--- src/rtl/unit_propagate_pkg.sv ---
// Shared types and constants for the DPLL unit-propagation datapath.
// Literals, clauses and formulas are packed structs so they travel as plain buses.
package unit_propagate_pkg;

    localparam int NUMBER_CLAUSES = 16;
    localparam int NUMBER_LITS    = 4;
    localparam int VAR_BITS       = 5;

    localparam int LIT_LEN_W = $clog2(NUMBER_LITS + 1);
    localparam int LIT_IDX_W = $clog2(NUMBER_LITS);
    localparam int CL_LEN_W  = $clog2(NUMBER_CLAUSES + 1);
    localparam int CL_IDX_W  = $clog2(NUMBER_CLAUSES);

    typedef struct packed {
        logic                neg;
        logic [VAR_BITS-1:0] var_id;
    } lit_t;

    typedef struct packed {
        lit_t [NUMBER_LITS-1:0] lits;
        logic [LIT_LEN_W-1:0]   len;
    } clause_t;

    typedef struct packed {
        clause_t [NUMBER_CLAUSES-1:0] clauses;
        logic [CL_LEN_W-1:0]          len;
    } formula_t;

    localparam lit_t     ZERO_LIT     = '0;
    localparam clause_t  ZERO_CLAUSE  = '0;
    localparam formula_t ZERO_FORMULA = '0;

    typedef enum logic [1:0] {IDLE, SCAN, FINISH} state_t;

    function automatic lit_t complement(input lit_t l);
        lit_t c;
        c     = l;
        c.neg = ~l.neg;
        return c;
    endfunction

    // Length fields are wider than the slot count, so clamp before use.
    function automatic logic [CL_LEN_W-1:0] clamp_formula_len(input logic [CL_LEN_W-1:0] len);
        return (len > CL_LEN_W'(NUMBER_CLAUSES)) ? CL_LEN_W'(NUMBER_CLAUSES) : len;
    endfunction

    function automatic logic [LIT_LEN_W-1:0] clamp_clause_len(input logic [LIT_LEN_W-1:0] len);
        return (len > LIT_LEN_W'(NUMBER_LITS)) ? LIT_LEN_W'(NUMBER_LITS) : len;
    endfunction

endpackage

--- src/rtl/unit_propagate_clause_reduce.sv ---
// Combinational reduction of one clause against an asserted literal:
// reports whether the clause is satisfied and the clause with the complement removed.
module clause_reduce
    import unit_propagate_pkg::*;
(
    input  clause_t clause,
    input  lit_t    lit,
    output logic    contains,
    output clause_t reduced
);

    lit_t                 comp_lit;
    logic [LIT_LEN_W-1:0] eff_len;
    logic [LIT_LEN_W-1:0] cnt;

    assign comp_lit = complement(lit);
    assign eff_len  = clamp_clause_len(clause.len);

    always_comb begin
        contains = 1'b0;
        reduced  = ZERO_CLAUSE;
        cnt      = '0;
        for (int j = 0; j < NUMBER_LITS; j++) begin
            if (LIT_LEN_W'(j) < eff_len) begin
                if (clause.lits[j] == lit) begin
                    contains = 1'b1;
                end
                // cnt never exceeds j here, so the truncated index stays in range.
                if (clause.lits[j] != comp_lit) begin
                    reduced.lits[cnt[LIT_IDX_W-1:0]] = clause.lits[j];
                    cnt = cnt + LIT_LEN_W'(1);
                end
            end
        end
        reduced.len = cnt;
    end

endmodule

--- src/rtl/unit_propagate.sv ---
// Unit propagation stage: drops clauses satisfied by in_lit and strips its complement,
// one clause per clock, flagging conflict (empty clause) or satisfied (no clauses left).
module unit_propagate
    import unit_propagate_pkg::*;
(
    input  logic     clock,
    input  logic     reset,
    input  logic     start,
    input  formula_t in_formula,
    input  lit_t     in_lit,
    output logic     busy,
    output logic     done,
    output formula_t out_formula,
    output logic     conflict,
    output logic     satisfied
);

    state_t              state_q, state_d;
    formula_t            f_q;
    lit_t                lit_q;
    logic [CL_LEN_W-1:0] r_q, w_q, lim;
    logic                accept;
    logic                red_contains;
    logic                red_empty;
    clause_t             cur_clause, red_clause;

    // No new request is taken in the done cycle, even though the FSM is already IDLE.
    assign accept     = (state_q == IDLE) && start && !done;
    assign lim        = clamp_formula_len(f_q.len);
    assign cur_clause = f_q.clauses[r_q[CL_IDX_W-1:0]];
    assign red_empty  = !red_contains && (red_clause.len == '0);

    clause_reduce u_reduce (
        .clause   (cur_clause),
        .lit      (lit_q),
        .contains (red_contains),
        .reduced  (red_clause)
    );

    always_ff @(posedge clock or posedge reset) begin
        if (reset) state_q <= IDLE;
        else       state_q <= state_d;
    end

    always_comb begin
        state_d = state_q;
        case (state_q)
            IDLE: begin
                if (accept) begin
                    state_d = (clamp_formula_len(in_formula.len) == '0) ? FINISH : SCAN;
                end
            end
            SCAN: begin
                if (red_empty || (r_q + CL_LEN_W'(1) == lim)) state_d = FINISH;
            end
            FINISH:  state_d = IDLE;
            default: state_d = IDLE;
        endcase
    end

    always_ff @(posedge clock or posedge reset) begin
        if (reset) begin
            f_q         <= ZERO_FORMULA;
            lit_q       <= ZERO_LIT;
            r_q         <= '0;
            w_q         <= '0;
            busy        <= 1'b0;
            done        <= 1'b0;
            out_formula <= ZERO_FORMULA;
            conflict    <= 1'b0;
            satisfied   <= 1'b0;
        end else begin
            done <= 1'b0;
            case (state_q)
                IDLE: begin
                    if (accept) begin
                        f_q         <= in_formula;
                        lit_q       <= in_lit;
                        r_q         <= '0;
                        w_q         <= '0;
                        out_formula <= ZERO_FORMULA;
                        conflict    <= 1'b0;
                        satisfied   <= 1'b0;
                        busy        <= 1'b1;
                    end
                end
                SCAN: begin
                    r_q <= r_q + CL_LEN_W'(1);
                    if (red_empty) begin
                        conflict <= 1'b1;
                    end else if (!red_contains) begin
                        out_formula.clauses[w_q[CL_IDX_W-1:0]] <= red_clause;
                        w_q <= w_q + CL_LEN_W'(1);
                    end
                end
                FINISH: begin
                    out_formula.len <= w_q;
                    satisfied       <= (w_q == '0) && !conflict;
                    done            <= 1'b1;
                    busy            <= 1'b0;
                end
                default: ;
            endcase
        end
    end

    // Variable 0 is reserved; asserting it as a literal is a caller error.
    a_lit_nonzero: assert property (@(posedge clock) disable iff (reset)
        accept |-> (in_lit.var_id != '0));

endmodule

--- config.mk ---
export PLATFORM = sky130hd
export DESIGN_NAME = unit_propagate
export DESIGN_NICKNAME = d
export VERILOG_FILES = /design/src/rtl/unit_propagate_pkg.sv /design/src/rtl/unit_propagate_clause_reduce.sv /design/src/rtl/unit_propagate.sv
export SDC_FILE = /design/constraint.sdc
export NUM_CORES = 2
export LEC_CHECK = 0
export ABC_AREA = 1
export CAP_MARGIN = 20
export CELL_PAD_IN_SITES_DETAIL_PLACEMENT = 0
export CELL_PAD_IN_SITES_GLOBAL_PLACEMENT = 2
export CORE_MARGIN = 2
export CORE_UTILIZATION = 27
export DETAILED_ROUTE_END_ITERATION = 10
export PLACE_DENSITY_LB_ADDON = 0.25
export SETUP_SLACK_MARGIN = 0.2
export SYNTH_ARGS = -nofsm -noshare
export SYNTH_HDL_FRONTEND = slang
export SYNTH_SLANG_ARGS = --single-unit
--- constraint.sdc ---
create_clock -name clock -period 30.5 [get_ports clock]
set_clock_uncertainty 0.15 [all_clocks]
set_input_delay 7.625 -clock clock [delete_from_list [all_inputs] [get_ports clock]]
set_output_delay 7.625 -clock clock [all_outputs]
set_load 0.01 [all_outputs]
==> impl_results.md <==
* WS Path Type: in2reg
* Total core area at about 160000 um^2
* CP arrival at 12.23 ns
* YS warnings at 0
* Worst-path clk slew at 0.06 ns
* 1st-iter DRT viols at around 3.2k
* Final antenna-violating net count at 0
* Synth Net Count at 5865
* CP Launch Point: start
* R2R depth at 30
* H-tree Lvls at 3
* Skew-Pair Late Insertion Delay at ~0.76 ns
* Max clock buf depth at 3
* Fraction of registers with async set/reset at 1.00
* Ratio of cells with drive above 1 in the final layout at 0.0518
* Most common cell in the netlist: nand2_1
* CTS sink count at 896
* Synth Area per Inst at 7.86 um^2
* Post-synth top cells: nand2_1 (2309), dfrtp_1 (896), nand4_1 (412)
* Fmax at 85.3 MHz
* Root Driver: clkbuf_16
* Post-CTS resize count at 0
* PD cells at 131 nW/um^2
* Number of synthesized flops with an enable pin at 0
* Layout Cells excl Fill at between 8k and 9k
* Seq/Total Area, Yosys at 0.528
* Hold Path Class: reg2reg
* DP Area at 52700 um^2
* DIE WIDTH at 401 um
* Synth top area share at 0.528
* Die H at 401 um
* Vias in the first global route at 39.9k
* Synth Register Bits at roughly 900
* Largest net degree at the start of global routing at 228
* FF-to-FF Start: r_q[0]
* Setup Slack @ Placement at approximately 18 ns
* Synth top area cells: dfrtp_1 (53%), nand2_1 (20%), nand4_1 (6.1%), nand3_1 (4.4%), o21ai_0 (4.2%)
* Worst hold path cell count at 2
* Status: complete, no violations
* Worst path required time at 31.00 ns
* Via count of the routed design at 40.1k
* Post-layout util at 0.361
* TritonCTS clock tree: built
* Setup_tns at 0 ns
* Area grow syn2layout at 32.9%
* Predominant post-synthesis flop cell: dfrtp_1
* Final wirelength at 202000 um
* Max Cap Viol at 0
* P_leak at between 20 and 30 nW
* I/O pins at 887
* # Post-CTS Setup Buffers at 0
* Synth area leader: dfrtp_1
* RSZ-0062 raised after global routing: false
* Drc violations at 0
* Nets at 6540
* Initial core utilization at 0.272
* Max Slew Vio Count at 0
* Critical Path Start Type: input port
* Mapped Cells at 5406
* Routability Congestion at 0.833
* Row Count at ~150
* Period utilization at 0.384
* Final count of hold timing violations at 0
* Slew HR at 0.232
* All-Layer GR Usage at 0.247
* First-pass GRT wire length at 292000 um
* Distinct cell type count of the synthesized netlist at 36
* Final Instance Area at ~56000 um^2
* Peak fanout along the critical path at 80
* Vias per inst at 4.88
* Initial antenna violation count at 29
* Minimum clock period at 11.73 ns
* Buffers added on ports at between 800 and 900
* Die ar. at 160000 um^2
* Hold wc startpoint: f_q[229]
* Dpl cells at 8024
* Setup WS post-layout at 18.77 ns
* Worst slew pin tran at approximately 1.2 ns
* CP max-delay cell: buf_4
* Final HPWL from detailed placement at between 100000 and 150000 um
* Max stage delay on crit path at about 0.9 ns
* VDD IR-drop max at 228 uV
* Synthesized area at 42500 um^2
* Initial DRT Pass Iterations at 6
* Crit path capture type: flop
* Final setup viols at 0
* Grt total ovfl at 0
* CTS Buf Count at 111
* Hold_buf cts at 0
* Crit path cell chain: clkdlybuf4s50_1 -> a211oi_1 -> nor2_1 -> inv_1 -> nor2_4 -> buf_4 -> buf_4 -> nand3_4 -> nand2_1 -> nand2_1
* DR WL/cell at ~25 um
==> cell usage in the layout (no fill, tap or decap), drive strengths merged <==
| master | n |
|---|---|
| buf | 77 |
| a21boi | 10 |
| clkinv | 22 |
| diode | 8 |
| and2 | 3 |
| a21o | 1 |
| o2111ai | 1 |
| xor2 | 3 |
| o211ai | 27 |
| clkinvlp | 3 |
| o22ai | 2 |
| nand4 | 412 |
| nor2 | 203 |
| a211oi | 1 |
| xnor2 | 2 |
| bufinv | 5 |
| nor3 | 15 |
| a21oi | 5 |
| inv | 295 |
| ha | 13 |
| o41ai | 1 |
| o21ai | 402 |
| nand3 | 393 |
| dfrtp | 896 |
| and3 | 1 |
| or2 | 3 |
| clkbuf | 165 |
| clkdlybuf4s50 | 886 |
| nand2 | 2315 |
==> through the flow <==
stage	power (mW)	hold WS (ns)
CTS	7.49	0.315
global route	7.88	0.333
floorplan	4.23	0.284
finish	7.42	0.313
global placement	6.07	0.297
detailed placement	6.13	0.300
==> area by class of cell <==
cell class / count / area [um^2]
Clock buffer: 165 / 3210
Clock inverter: 29 / 447
Timing Repair Buffer: 963 / 9580
Tap cell: 2058 / 2570
Sequential cell: 896 / 22400
Antenna cell: 8 / 20.0
Multi-Input combinational cell: 3813 / 17100
Fill cell: 16500 / 99700
Inverter: 296 / 1130
==> metal layers <==
layer  vias up  GRT usage  wire length, um
li1      18900          -                -
met2      1223      0.409            95400
met4        20     0.0852             7420
met5         -          0              135
met3       281     0.0490            11500
met1     19700      0.320            87600
==> worst paths after layout <==
check                                    to  slack [ns]
setup / recovery           out_formula[304]       18.77
hold / removal                     f_q[229]        0.31
setup reg to reg           out_formula[214]       20.90
hold reg to reg                    f_q[229]        0.31
max in group asynchronous          f_q[415]       20.25
min in group asynchronous   out_formula[21]        7.11
==> cells by family after synthesis <==
kind of cell / Yosys count / synth area share
and+or+nand+nor: 3345 / 0.338
xor gates and xnor gates: 5 / 0.00103
DFF: 896 / 0.528
adders and majority gates: 13 / 0.00383
AOI/OAI and AO/OA: 450 / 0.0557
buffers and inverters: 697 / 0.0738
==> sequential cells by signal, indices dropped and copies added (netlist names) <==
name,cells
busy,1
conflict,1
done,1
f_q,437
lit_q,6
out_formula,437
r_q,5
satisfied,1
state_q,2
w_q,5
==> worst max-delay path, delay by kind of cell <==
kind / cells / cell delay, ns
buffers and inverters: 4 / 2.46
AOI/OAI and AO/OA: 1 / 0.09
and+or+nand+nor: 5 / 1.86
==> power by group <==
group	switching (mW)	internal, mW
logic	3.50	0.891
registers	0.178	1.52
clock network	0.565	0.771
Power figures use the tool's default switching activity.
